File: src/rtl/rv32i_types.sv
// Shared RV32I types used by the multiply reservation station: operation encoding,
// issue payload and per-entry storage layout.
package rv32i_types;

    localparam int ROB_IDX_W = 4;

    typedef enum logic [1:0] {
        reg_mul,
        reg_mulh,
        reg_mulsu,
        reg_mulhu
    } mul_op_t;

    typedef struct packed {
        mul_op_t                operation;
        logic [31:0]            q1_data;
        logic [31:0]            q2_data;
        logic [ROB_IDX_W-1:0]   rob_dest;
    } rs_mul_output_t;

    typedef struct packed {
        logic                   valid;
        mul_op_t                operation;
        logic                   q1_rdy;
        logic [ROB_IDX_W-1:0]   q1_tag;
        logic [31:0]            q1_data;
        logic                   q2_rdy;
        logic [ROB_IDX_W-1:0]   q2_tag;
        logic [31:0]            q2_data;
        logic [ROB_IDX_W-1:0]   rob_dest;
    } rs_mul_entry_t;

    typedef enum logic [1:0] {
        RS_IDLE,
        RS_ISSUE,
        RS_RELEASE
    } rs_issue_state_t;

endpackage

File: src/rtl/mul_rs_select.sv
// Picks the ready entry with the largest age; ties resolve to the lowest index,
// so an all-zero age vector degenerates to a plain lowest-index priority pick.
module mul_rs_select #(
    parameter int DEPTH = 4,
    parameter int AGE_W = 2
) (
    input  logic [DEPTH-1:0]       ready,
    input  logic [DEPTH*AGE_W-1:0] age,
    output logic                   valid,
    output logic [AGE_W-1:0]       idx
);

    logic [AGE_W-1:0] best_age;

    always_comb begin
        valid    = 1'b0;
        idx      = '0;
        best_age = '0;
        for (int i = 0; i < DEPTH; i++) begin
            if (ready[i] && (!valid || age[i*AGE_W +: AGE_W] > best_age)) begin
                valid    = 1'b1;
                idx      = AGE_W'(i);
                best_age = age[i*AGE_W +: AGE_W];
            end
        end
    end

endmodule

File: src/rtl/mul_reservation_station.sv
// Reservation station feeding a single multi-cycle multiplier. Define MUL_RS_AGE_EN
// to issue the oldest ready entry; otherwise the lowest-index ready entry issues.
module mul_reservation_station
    import rv32i_types::*;
#(
    parameter int DEPTH = 4,
    parameter int ROB_W = 4
) (
    input  logic             clk,
    input  logic             rst,
    input  logic             dispatch_valid,
    input  mul_op_t          dispatch_op,
    input  logic [ROB_W-1:0] dispatch_rob,
    input  logic             dispatch_q1_rdy,
    input  logic             dispatch_q2_rdy,
    input  logic [ROB_W-1:0] dispatch_q1_tag,
    input  logic [ROB_W-1:0] dispatch_q2_tag,
    input  logic [31:0]      dispatch_q1_data,
    input  logic [31:0]      dispatch_q2_data,
    output logic             rs_full,
    input  logic             cdb_valid,
    input  logic [ROB_W-1:0] cdb_rob,
    input  logic [31:0]      cdb_data,
    input  logic             mul_ready,
    input  logic             mul_done,
    input  logic             cdb_ready,
    output logic             start,
    output rs_mul_output_t   data
);

    localparam int IDX_W = $clog2(DEPTH);

    rs_mul_entry_t          entries [DEPTH];
    logic [DEPTH-1:0]       occupied;
    logic [DEPTH-1:0]       ready_vec;
    logic [DEPTH*IDX_W-1:0] age_flat;
    logic                   sel_valid;
    logic [IDX_W-1:0]       sel_idx;
    logic [IDX_W-1:0]       alloc_idx;
    logic                   do_dispatch;
    logic                   issue_fire;
    logic                   q1_bypass;
    logic                   q2_bypass;
    rs_issue_state_t        state_q;
    rs_issue_state_t        state_next;

    always_comb begin
        occupied  = '0;
        ready_vec = '0;
        for (int i = 0; i < DEPTH; i++) begin
            occupied[i]  = entries[i].valid;
            ready_vec[i] = entries[i].valid && entries[i].q1_rdy && entries[i].q2_rdy;
        end
    end

    assign rs_full = &occupied;

    always_comb begin
        alloc_idx = '0;
        for (int i = DEPTH - 1; i >= 0; i--) begin
            if (!occupied[i]) alloc_idx = IDX_W'(i);
        end
    end

    assign do_dispatch = dispatch_valid && !rs_full;
    assign issue_fire  = (state_q == RS_IDLE) && sel_valid && mul_ready;
    // A producer broadcasting in the dispatch cycle would otherwise be missed forever.
    assign q1_bypass   = cdb_valid && !dispatch_q1_rdy && (dispatch_q1_tag == cdb_rob);
    assign q2_bypass   = cdb_valid && !dispatch_q2_rdy && (dispatch_q2_tag == cdb_rob);

    always_ff @(posedge clk) begin
        for (int i = 0; i < DEPTH; i++) begin
            if (rst) begin
                entries[i].valid <= 1'b0;
            end else if (do_dispatch && alloc_idx == IDX_W'(i)) begin
                entries[i] <= '{valid:     1'b1,
                                operation: dispatch_op,
                                q1_rdy:    dispatch_q1_rdy || q1_bypass,
                                q1_tag:    dispatch_q1_tag,
                                q1_data:   dispatch_q1_rdy ? dispatch_q1_data : cdb_data,
                                q2_rdy:    dispatch_q2_rdy || q2_bypass,
                                q2_tag:    dispatch_q2_tag,
                                q2_data:   dispatch_q2_rdy ? dispatch_q2_data : cdb_data,
                                rob_dest:  dispatch_rob};
            end else if (issue_fire && sel_idx == IDX_W'(i)) begin
                entries[i].valid <= 1'b0;
            end else if (entries[i].valid && cdb_valid) begin
                if (!entries[i].q1_rdy && entries[i].q1_tag == cdb_rob) begin
                    entries[i].q1_rdy  <= 1'b1;
                    entries[i].q1_data <= cdb_data;
                end
                if (!entries[i].q2_rdy && entries[i].q2_tag == cdb_rob) begin
                    entries[i].q2_rdy  <= 1'b1;
                    entries[i].q2_data <= cdb_data;
                end
            end
        end
    end

`ifdef MUL_RS_AGE_EN
    // Ages are kept as a dense rank (0 = newest), so log2(DEPTH) bits never overflow.
    logic [IDX_W-1:0] age [DEPTH];
    logic [IDX_W-1:0] sel_age;

    assign sel_age = age[sel_idx];

    always_ff @(posedge clk) begin
        for (int i = 0; i < DEPTH; i++) begin
            if (do_dispatch && alloc_idx == IDX_W'(i)) begin
                age[i] <= '0;
            end else if (occupied[i]) begin
                age[i] <= age[i] - IDX_W'(issue_fire && (age[i] > sel_age))
                                 + IDX_W'(do_dispatch);
            end
        end
    end

    always_comb begin
        age_flat = '0;
        for (int i = 0; i < DEPTH; i++) age_flat[i*IDX_W +: IDX_W] = age[i];
    end
`else
    assign age_flat = '0;
`endif

    mul_rs_select #(
        .DEPTH (DEPTH),
        .AGE_W (IDX_W)
    ) u_select (
        .ready (ready_vec),
        .age   (age_flat),
        .valid (sel_valid),
        .idx   (sel_idx)
    );

    always_ff @(posedge clk) begin
        if (rst) state_q <= RS_IDLE;
        else     state_q <= state_next;
    end

    always_comb begin
        state_next = state_q;
        start      = 1'b0;
        case (state_q)
            RS_IDLE:    if (issue_fire) state_next = RS_ISSUE;
            RS_ISSUE: begin
                start = 1'b1;
                if (mul_done && cdb_ready) state_next = RS_RELEASE;
            end
            RS_RELEASE: state_next = RS_IDLE;
            default:    state_next = RS_IDLE;
        endcase
    end

    // Issue payload is held until the next issue so it stays stable through ISSUE.
    always_ff @(posedge clk) begin
        if (rst) begin
            data <= '0;
        end else if (issue_fire) begin
            data <= '{operation: entries[sel_idx].operation,
                      q1_data:   entries[sel_idx].q1_data,
                      q2_data:   entries[sel_idx].q2_data,
                      rob_dest:  entries[sel_idx].rob_dest};
        end
    end

endmodule

File: config.mk
export PLATFORM = sky130hd
export DESIGN_NAME = mul_reservation_station
export DESIGN_NICKNAME = d
export VERILOG_FILES = /design/src/rtl/rv32i_types.sv /design/src/rtl/mul_rs_select.sv /design/src/rtl/mul_reservation_station.sv
export SDC_FILE = /design/constraint.sdc
export NUM_CORES = 1
export LEC_CHECK = 0
export ABC_AREA = 1
export CAP_MARGIN = 15
export CORE_MARGIN = 2
export CORE_UTILIZATION = 60
export DETAILED_ROUTE_END_ITERATION = 10
export DONT_BUFFER_PORTS = 1
export PLACE_DENSITY = 0.82
export SETUP_SLACK_MARGIN = 0.3
export SLEW_MARGIN = 10
export SYNTH_ARGS = -nofsm -noshare
export SYNTH_HDL_FRONTEND = slang
export SYNTH_HIERARCHICAL = 1
export SYNTH_SLANG_ARGS = --single-unit
File: constraint.sdc
create_clock -name clk -period 6.4 [get_ports clk]
set_input_delay 1.92 -clock clk [delete_from_list [all_inputs] [get_ports clk]]
set_output_delay 1.92 -clock clk [all_outputs]
set_load 0.1 [all_outputs]
==> summary.txt, run 1 <==
Clocking
  – Htree depth: 2
  – Clk pin slew, worst setup/hold paths: 0.06 ns
  – # hold bufs at CTS: 0
  – Clock latency on the worst-skew pair: 0.54 ns
  – CTS sink cnt: 396
  – CTS root buf: clkbuf_16
  – Number of gates resized after CTS: 0
  – CTS tree: done
  – Max Buffers Root-to-Sink: 3
  – CTS Buf Count: 42
  – Setup Fix Bufs, Post-CTS: 0

Global route
  – Largest net degree at the start of global routing: 71
  – Antenna violations before repair: 0
  – Vias in the first global route: 16385
  – Wire length of the first global-routing pass: 89.1 mm
  – Overflow after GRT: 0
  – All-Layer GR Usage: 34.1%

Floorplan
  – Total die area: 34500 um^2
  – Core ar.: 32500 um^2
  – Std-Cell Rows: 66
  – DIE WIDTH: 186 um
  – Ports: 195
  – Initial core utilization: 61.0%
  – Die height: 186 um

Finish
  – Non-filler cells, final: 2702
  – Share of layout cells above drive strength 1: 6.20%
  – Area Growth Syn to Fin: 6.17%
  – Nets: 2356
  – Layout Cell Area excl Fill: 21100 um^2

Worst setup path
  – Critical path's most frequent cell: nand2_1
  – Worst Path Max Fanout: 34
  – Critical R2R Launch: entries[0][80]
  – R2r worst-path depth: 25
  – Crit path capture: entries[0][58]
  – Worst path max stage delay: 0.84 ns
  – CP Launch Type: flip-flop
  – Crit path launch: entries[0][80]
  – Nature of the critical path endpoint: flip-flop
  – Slowest stage cell, crit path: nand2_2
  – Arr. time, crit path: 5.35 ns
  – Reg2reg setup slack: 1.20 ns
  – CP required: 6.54 ns
  – R2r endpoint: entries[0][58]
  – Worst setup path class: flip-flop to flip-flop

Route
  – Via count: 16777
  – DR vias/cell: 6.21
  – DRC Markers: 0
  – WL met1: 20.7 mm
  – Number of DRC markers in iteration 0: 2132
  – Highest routed layer: met4
  – Post-DRT Antenna Nets: 0
  – Metal2 WL: 28.5 mm
  – Total routed wirelength: 59.8 mm
  – DRT Pass-1 Iters: 6
  – WL/cell: 22.1 um
  – Met3 routed WL: 8.01 mm

STA
  – Final Skew: 0.0137 ns
  – Crit share post-route: 81.3%
  – Final hold violations: 0
  – Slew @ Worst Pin: 1.14 ns
  – Sum of negative setup slack: 0 ns
  – Max-slew violation count: 0
  – Slew margin rel.: 24.0%
  – Fmax: 192 MHz
  – Final setup violating endpoints: 0
  – Final worst path period need: 5.20 ns
  – RSZ-0062 raised after global routing: no

Synth
  – Top-count cell post-synth: nand2_1
  – EDFF count, synth: 324
  – Dominant synthesized flop cell: edfxtp_1
  – Syn Area/Cell: 8.54 um^2
  – Distinct cells, synth: 41
  – Syn. warnings: 6
  – Seq/Total Area, Yosys: 56.3%
  – Synth area leader: edfxtp_1
  – Most area-consuming cells after synthesis: edfxtp_1, nand2_1, dfxtp_1
  – Syn Inst Count: 2324
  – Commonest cells post-synth: nand2_1, edfxtp_1, nand3_1, o21ai_0, nor2_1
  – Flops & latches, synth: 396
  – Post-synth ARST share: 0%
  – Post-synth top area share: 49.0%
  – Area of the mapped netlist: 19800 um^2

Pwr
  – Worst IR drop on VDD: 0.000266 V
  – Pwr/cell area: 284 nW/um^2
  – Design Power: 5980 uW
  – Leak: 0.00878 uW

Placed design
  – Post-DP HPWL: 34.4 mm
  – Placed instance area: 19700 um^2
  – GPL Wtd Cong: 0.911
  – Dpl cells: 2625
  – IO Port Bufs: 0

Outcome
  – Status: finished, final reports clean

Hold path
  – HP Class: flip-flop to flip-flop

Flow run
  – Max-capacitance violation count: 0
## where the power goes
part | leakage, uW | switching, uW | internal (uW)
sequential | 0.00355 | 244 | 2890
combinational | 0.00457 | 335 | 130
clock | 0.000654 | 1000 | 1380
## per-layer routing
layer / track usage [%] / up-vias
li1: - / 7507
met1: 42.5 / 7708
met2: 57.2 / 1322
met3: 7.22 / 240
met4: 15.8 / 0
met5: 0.444 / -
## worst min path at each step
stage / from / end / cells after the start
after floorplan: state_q[1] / state_q[1] / 1
after global placement: state_q[1] / state_q[1] / 1
after detailed placement: entries[0][45] / data[40] / 2
after CTS: state_q[1] / state_q[1] / 1
after global routing: state_q[1] / state_q[1] / 1
final: state_q[1] / state_q[1] / 1
## registers in the layout (all words and copies together) (netlist names)
| signal | flops |
|---|---|
| data | 70 |
| entries | 324 |
| state_q | 2 |
## worst max-delay path, delay by kind of cell, from the launching register on
kind            cells  cell delay [ns]
simple gates       17             2.70
buf+inv             2             0.73
compound gates      4             0.59
flops               1             0.48
fa+ha+maj           2             0.30
## metrics by stage
step / util, % / setup slack [ns] / hold slack [ns]
3_3_place_gp: 60.6 / 1.40 / 0.471
4_1_cts: 64.7 / 1.28 / 0.514
5_1_grt: 64.7 / 0.851 / 0.521
3_5_place_dp: 60.6 / 1.31 / 0.500
6_report: 64.8 / 1.20 / 0.516
2_1_floorplan: - / 1.44 / 0.441
## cell usage in the layout, fill, tap and decap left out, types with 2 or more instances in the layout
master,instances
nand2_4,3
and2_1,2
nor2_4,12
inv_6,2
a31oi_1,13
nor2_2,5
or2_2,5
nand2_2,8
nand4_1,33
clkinv_1,7
nand3_2,6
nand3_1,246
o21ai_0,138
xor2_1,3
clkinv_2,4
inv_1,89
nor2_1,100
clkbuf_8,7
clkbuf_1,12
xnor2_1,13
ha_1,6
conb_1,11
nor3_2,3
and3_1,2
nor3_1,3
buf_4,24
dfxtp_1,72
nand2_1,932
a21oi_1,94
a22oi_1,13
inv_2,9
edfxtp_1,324
o21ai_4,2
clkbuf_16,44
## logic make-up after synthesis
group / after synthesis / synth area share (%)
compound gates: 263 / 6.92
fa+ha+maj: 6 / 0.378
buf+inv: 276 / 6.91
xor+xnor: 16 / 0.706
simple gates: 1366 / 28.8
other cells: 1 / 0.0189
flops: 396 / 56.3
## final cells by class
cell class              instances  area [um^2]
diodes                          1         2.50
fillers                      2623        11500
flip-flops and latches        396        11200
inverters                     100          375
clock inverters                13         93.8
well taps                     442          553
clock buffers                  63         1240
multi-input cells            1662         7420
repair buffers                 25          208
Note: power is estimated with default switching activity, not from simulation.
==> inputs of run 2 (changes only) <==
==> constraint.sdc (replaced) <==
create_clock -name clk -period 5.2 [get_ports clk]
set_input_delay 1.56 -clock clk [delete_from_list [all_inputs] [get_ports clk]]
set_output_delay 1.56 -clock clk [all_outputs]
set_load 0.1 [all_outputs]
==> run 2 against run 1 <==
Against the previous run: first-iteration DRC count fell by 1.9%; routed wire length is 2.0% higher; critical path depth rose by 2; worst hold slack worse by 0.0048 ns; register-to-register slack got worse by 0.63 ns; combinational power is 25% higher.
==> summary.txt, run 2 (synthesis gave the netlist of run 1 again) <==
Clocking
  – Max Buffers Root-to-Sink: 3 (unchanged)
  – Htree depth: 2 (unchanged)
  – CTS sink cnt: 396 (unchanged)
  – CTS tree: done
  – Clock latency on the worst-skew pair: 0.55 ns (about the same)
  – Clk pin slew, worst setup/hold paths: 0.07 ns (about the same)
  – CTS root buf: clkbuf_16
  – CTS Buf Count: 42 (unchanged)

STA
  – Fmax: 216 MHz (+12%)
  – RSZ-0062 raised after global routing: no
  – Slew @ Worst Pin: 1.19 ns (+0.0550 ns)
  – Final setup violating endpoints: 0 (unchanged)
  – Slew margin rel.: 20.3% (-3.7 points)
  – Max-slew violation count: 0 (unchanged)
  – Sum of negative setup slack: 0 ns (unchanged)
  – Final Skew: 0.0190 ns (+0.00535 ns)
  – Final hold violations: 0 (unchanged)
  – Crit share post-route: 89.1% (+7.9 points)
  – Final worst path period need: 4.63 ns (-0.566 ns)

Worst setup path
  – CP Launch Type: flip-flop
  – Nature of the critical path endpoint: flip-flop
  – Worst setup path class: flip-flop to flip-flop
  – CP required: 5.43 ns (-1.11 ns)
  – Arr. time, crit path: 4.86 ns (-0.49 ns)
  – Worst Path Max Fanout: 25 (-26%)

Pwr
  – Sequential Power Share: 52.0% (-0.3 points)
  – Pwr/cell area: 348 nW/um^2 (+23%)
  – Cell Int Power: 5450 uW (+24%)
  – Switch share: 26.4% (-0.074 points)
  – Clock power frac: 40.1% (+0.2 points)
  – Sw power: 1950 uW (+23%)
  – Logic pwr share: 7.9% (about the same)
  – Leak: 0.00887 uW (+1.1%)
  – Worst IR drop on VDD: 0.000316 V (+19%)

Global route
  – All-Layer GR Usage: 35.1% (+0.93 points)
  – Largest net degree at the start of global routing: 71 (unchanged)
  – Overflow after GRT: 0 (unchanged)
  – Wire length of the first global-routing pass: 91.1 mm (+2.3%)
  – Vias in the first global route: 16613 (+1.4%)
  – Antenna violations before repair: 2 (+2)

Route
  – Number of DRC markers in iteration 0: 2091 (-1.9%)
  – Total routed wirelength: 61.0 mm (+2.0%)
  – DRC Markers: 0 (unchanged)
  – Post-DRT Antenna Nets: 0 (unchanged)
  – WL/cell: 22.5 um (+1.5%)
  – DR vias/cell: 6.22 (+0.19%)
  – Via count: 16889 (+0.67%)
  – DRT Pass-1 Iters: 7 (+1)

Finish
  – Biggest regs: entries (324), data (70), state_q (2)
  – Most flops, register: entries
  – Commonest non-fill, non-tap cells in the layout: nand2_1, edfxtp_1, nand3_1, o21ai_0, nor2_1
  – Number of flip-flops in the largest register: 324 (unchanged)
  – Commonest non-fill, non-tap cell in the layout: nand2_1
  – Area Growth Syn to Fin: 7.17%
  – Nets: 2369 (+0.55%)
  – Share of layout cells above drive strength 1: 6.73% (+0.53 points)
  – N_diodes: 0 (-1)
  – Finished Core Util: 65.4% (+0.61 points)

Floorplan
  – Core ar.: 32500 um^2 (unchanged)
  – Initial core utilization: 61.0% (unchanged)
  – Total die area: 34500 um^2 (unchanged)
  – Ports: 195 (unchanged)
  – DIE WIDTH: 186 um (unchanged)
  – Std-Cell Rows: 66 (unchanged)
  – Die height: 186 um (unchanged)

Placed design
  – GPL Wtd Cong: 0.925 (+1.5%)
  – Post-DP HPWL: 35.1 mm (+2.1%)
  – IO Port Bufs: 0 (unchanged)

Flow run
  – Max-capacitance violation count: 0 (unchanged)

Hold path
  – HP Class: flip-flop to flip-flop

Outcome
  – Status: finished, final reports clean
==> run 2: cell count changes in the layout (fill, tap and decap cells not counted), sizes merged <==
cell    delta
clkinv     +2
clkbuf     -2
inv        -1
bufinv     +2
buf       +13
diode      -1
==> run 2: final timing paths <==
path / startpoint / endpoint / slack [ns] / cells past startpoint
hold / removal: entries[3][79] / data[69] / 0.51 / 2
hold reg to reg: entries[3][79] / data[69] / 0.51 / 2
setup reg to reg: entries[0][80] / entries[2][54] / 0.57 / 27
setup / recovery: entries[0][80] / entries[2][54] / 0.57 / 27
==> run 2: area by class of cell <==
cell class                      instances  area [um^2]
Fill cell                            2615        11300
Tap cell                              442          553
Clock inverter                         16          158
Sequential cell                       396        11200
Clock buffer                           61         1180
Inverter                              100          375
Multi-Input combinational cell       1662         7430
Timing Repair Buffer                   38          392
==> run 2: metrics by stage <==
| step | instance area, um^2 | power, uW | setup slack, ns | hold slack, ns | std cells |
|---|---|---|---|---|---|
| after floorplan | 19900 | 4350 | 0.355 | 0.441 | 2334 |
| after global placement | 19900 | 4450 | 0.642 | 0.473 | 2637 |
| after detailed placement | 19900 | 4480 | 0.443 | 0.497 | 2638 |
| after CTS | 21200 | 7380 | 0.408 | 0.510 | 2715 |
| after global routing | 21300 | 7570 | 0.330 | 0.529 | 2715 |
| final | 21300 | 7400 | 0.565 | 0.511 | 2715 |
==> run 2: critical path, cell delays in order, from the launching register on <==
cell and delay (ns):
edfxtp_1 0.50, and3_1 0.27, nand2_1 0.11, nand2_1 0.11, nand2_1 0.08, and2_1 0.14
ha_1 0.18, o21bai_1 0.15, nand2_1 0.07, nand2_1 0.07, nand2_2 0.08, nand3_1 0.11
nand2_1 0.07, ha_1 0.29, inv_1 0.06, nor2_1 0.03, o21ai_0 0.17, o21ai_0 0.12
nand2_1 0.09, nand2_1 0.12, inv_2 0.11, nor2_4 0.04, nand3_1 0.09, nand2_1 0.06
inv_2 0.11, nand3_2 0.37, nand2_2 0.44, buf_12 0.26
==> run 2: power groups by stage <==
stage	Clock (uW)	Sequential, uW	Combinational, uW
after floorplan	0	3900	453
after global placement	0	3920	536
after detailed placement	0	3920	560
after CTS	2960	3850	566
after global routing	3070	3860	641
final	2970	3850	583
==> run 2: what timing repair did <==
item | in CTS | in global routing
setup buffers | 0 | 0
hold buffers | 0 | 0
resized for setup | 0 | 5
endpoints found under the setup margin | 0 | 187
==> run 2: metal layers <==
metal / vias to the layer above / wire, um / track usage, % / share of wire (%)
li1: 7527 / - / - / -
met1: 7775 / 21300 / 43.5 / 35
met2: 1351 / 28500 / 57.9 / 47
met3: 234 / 8380 / 8.59 / 14
met4: 2 / 2760 / 16.8 / 4.5
met5: - / 13 / 0 / 0.021
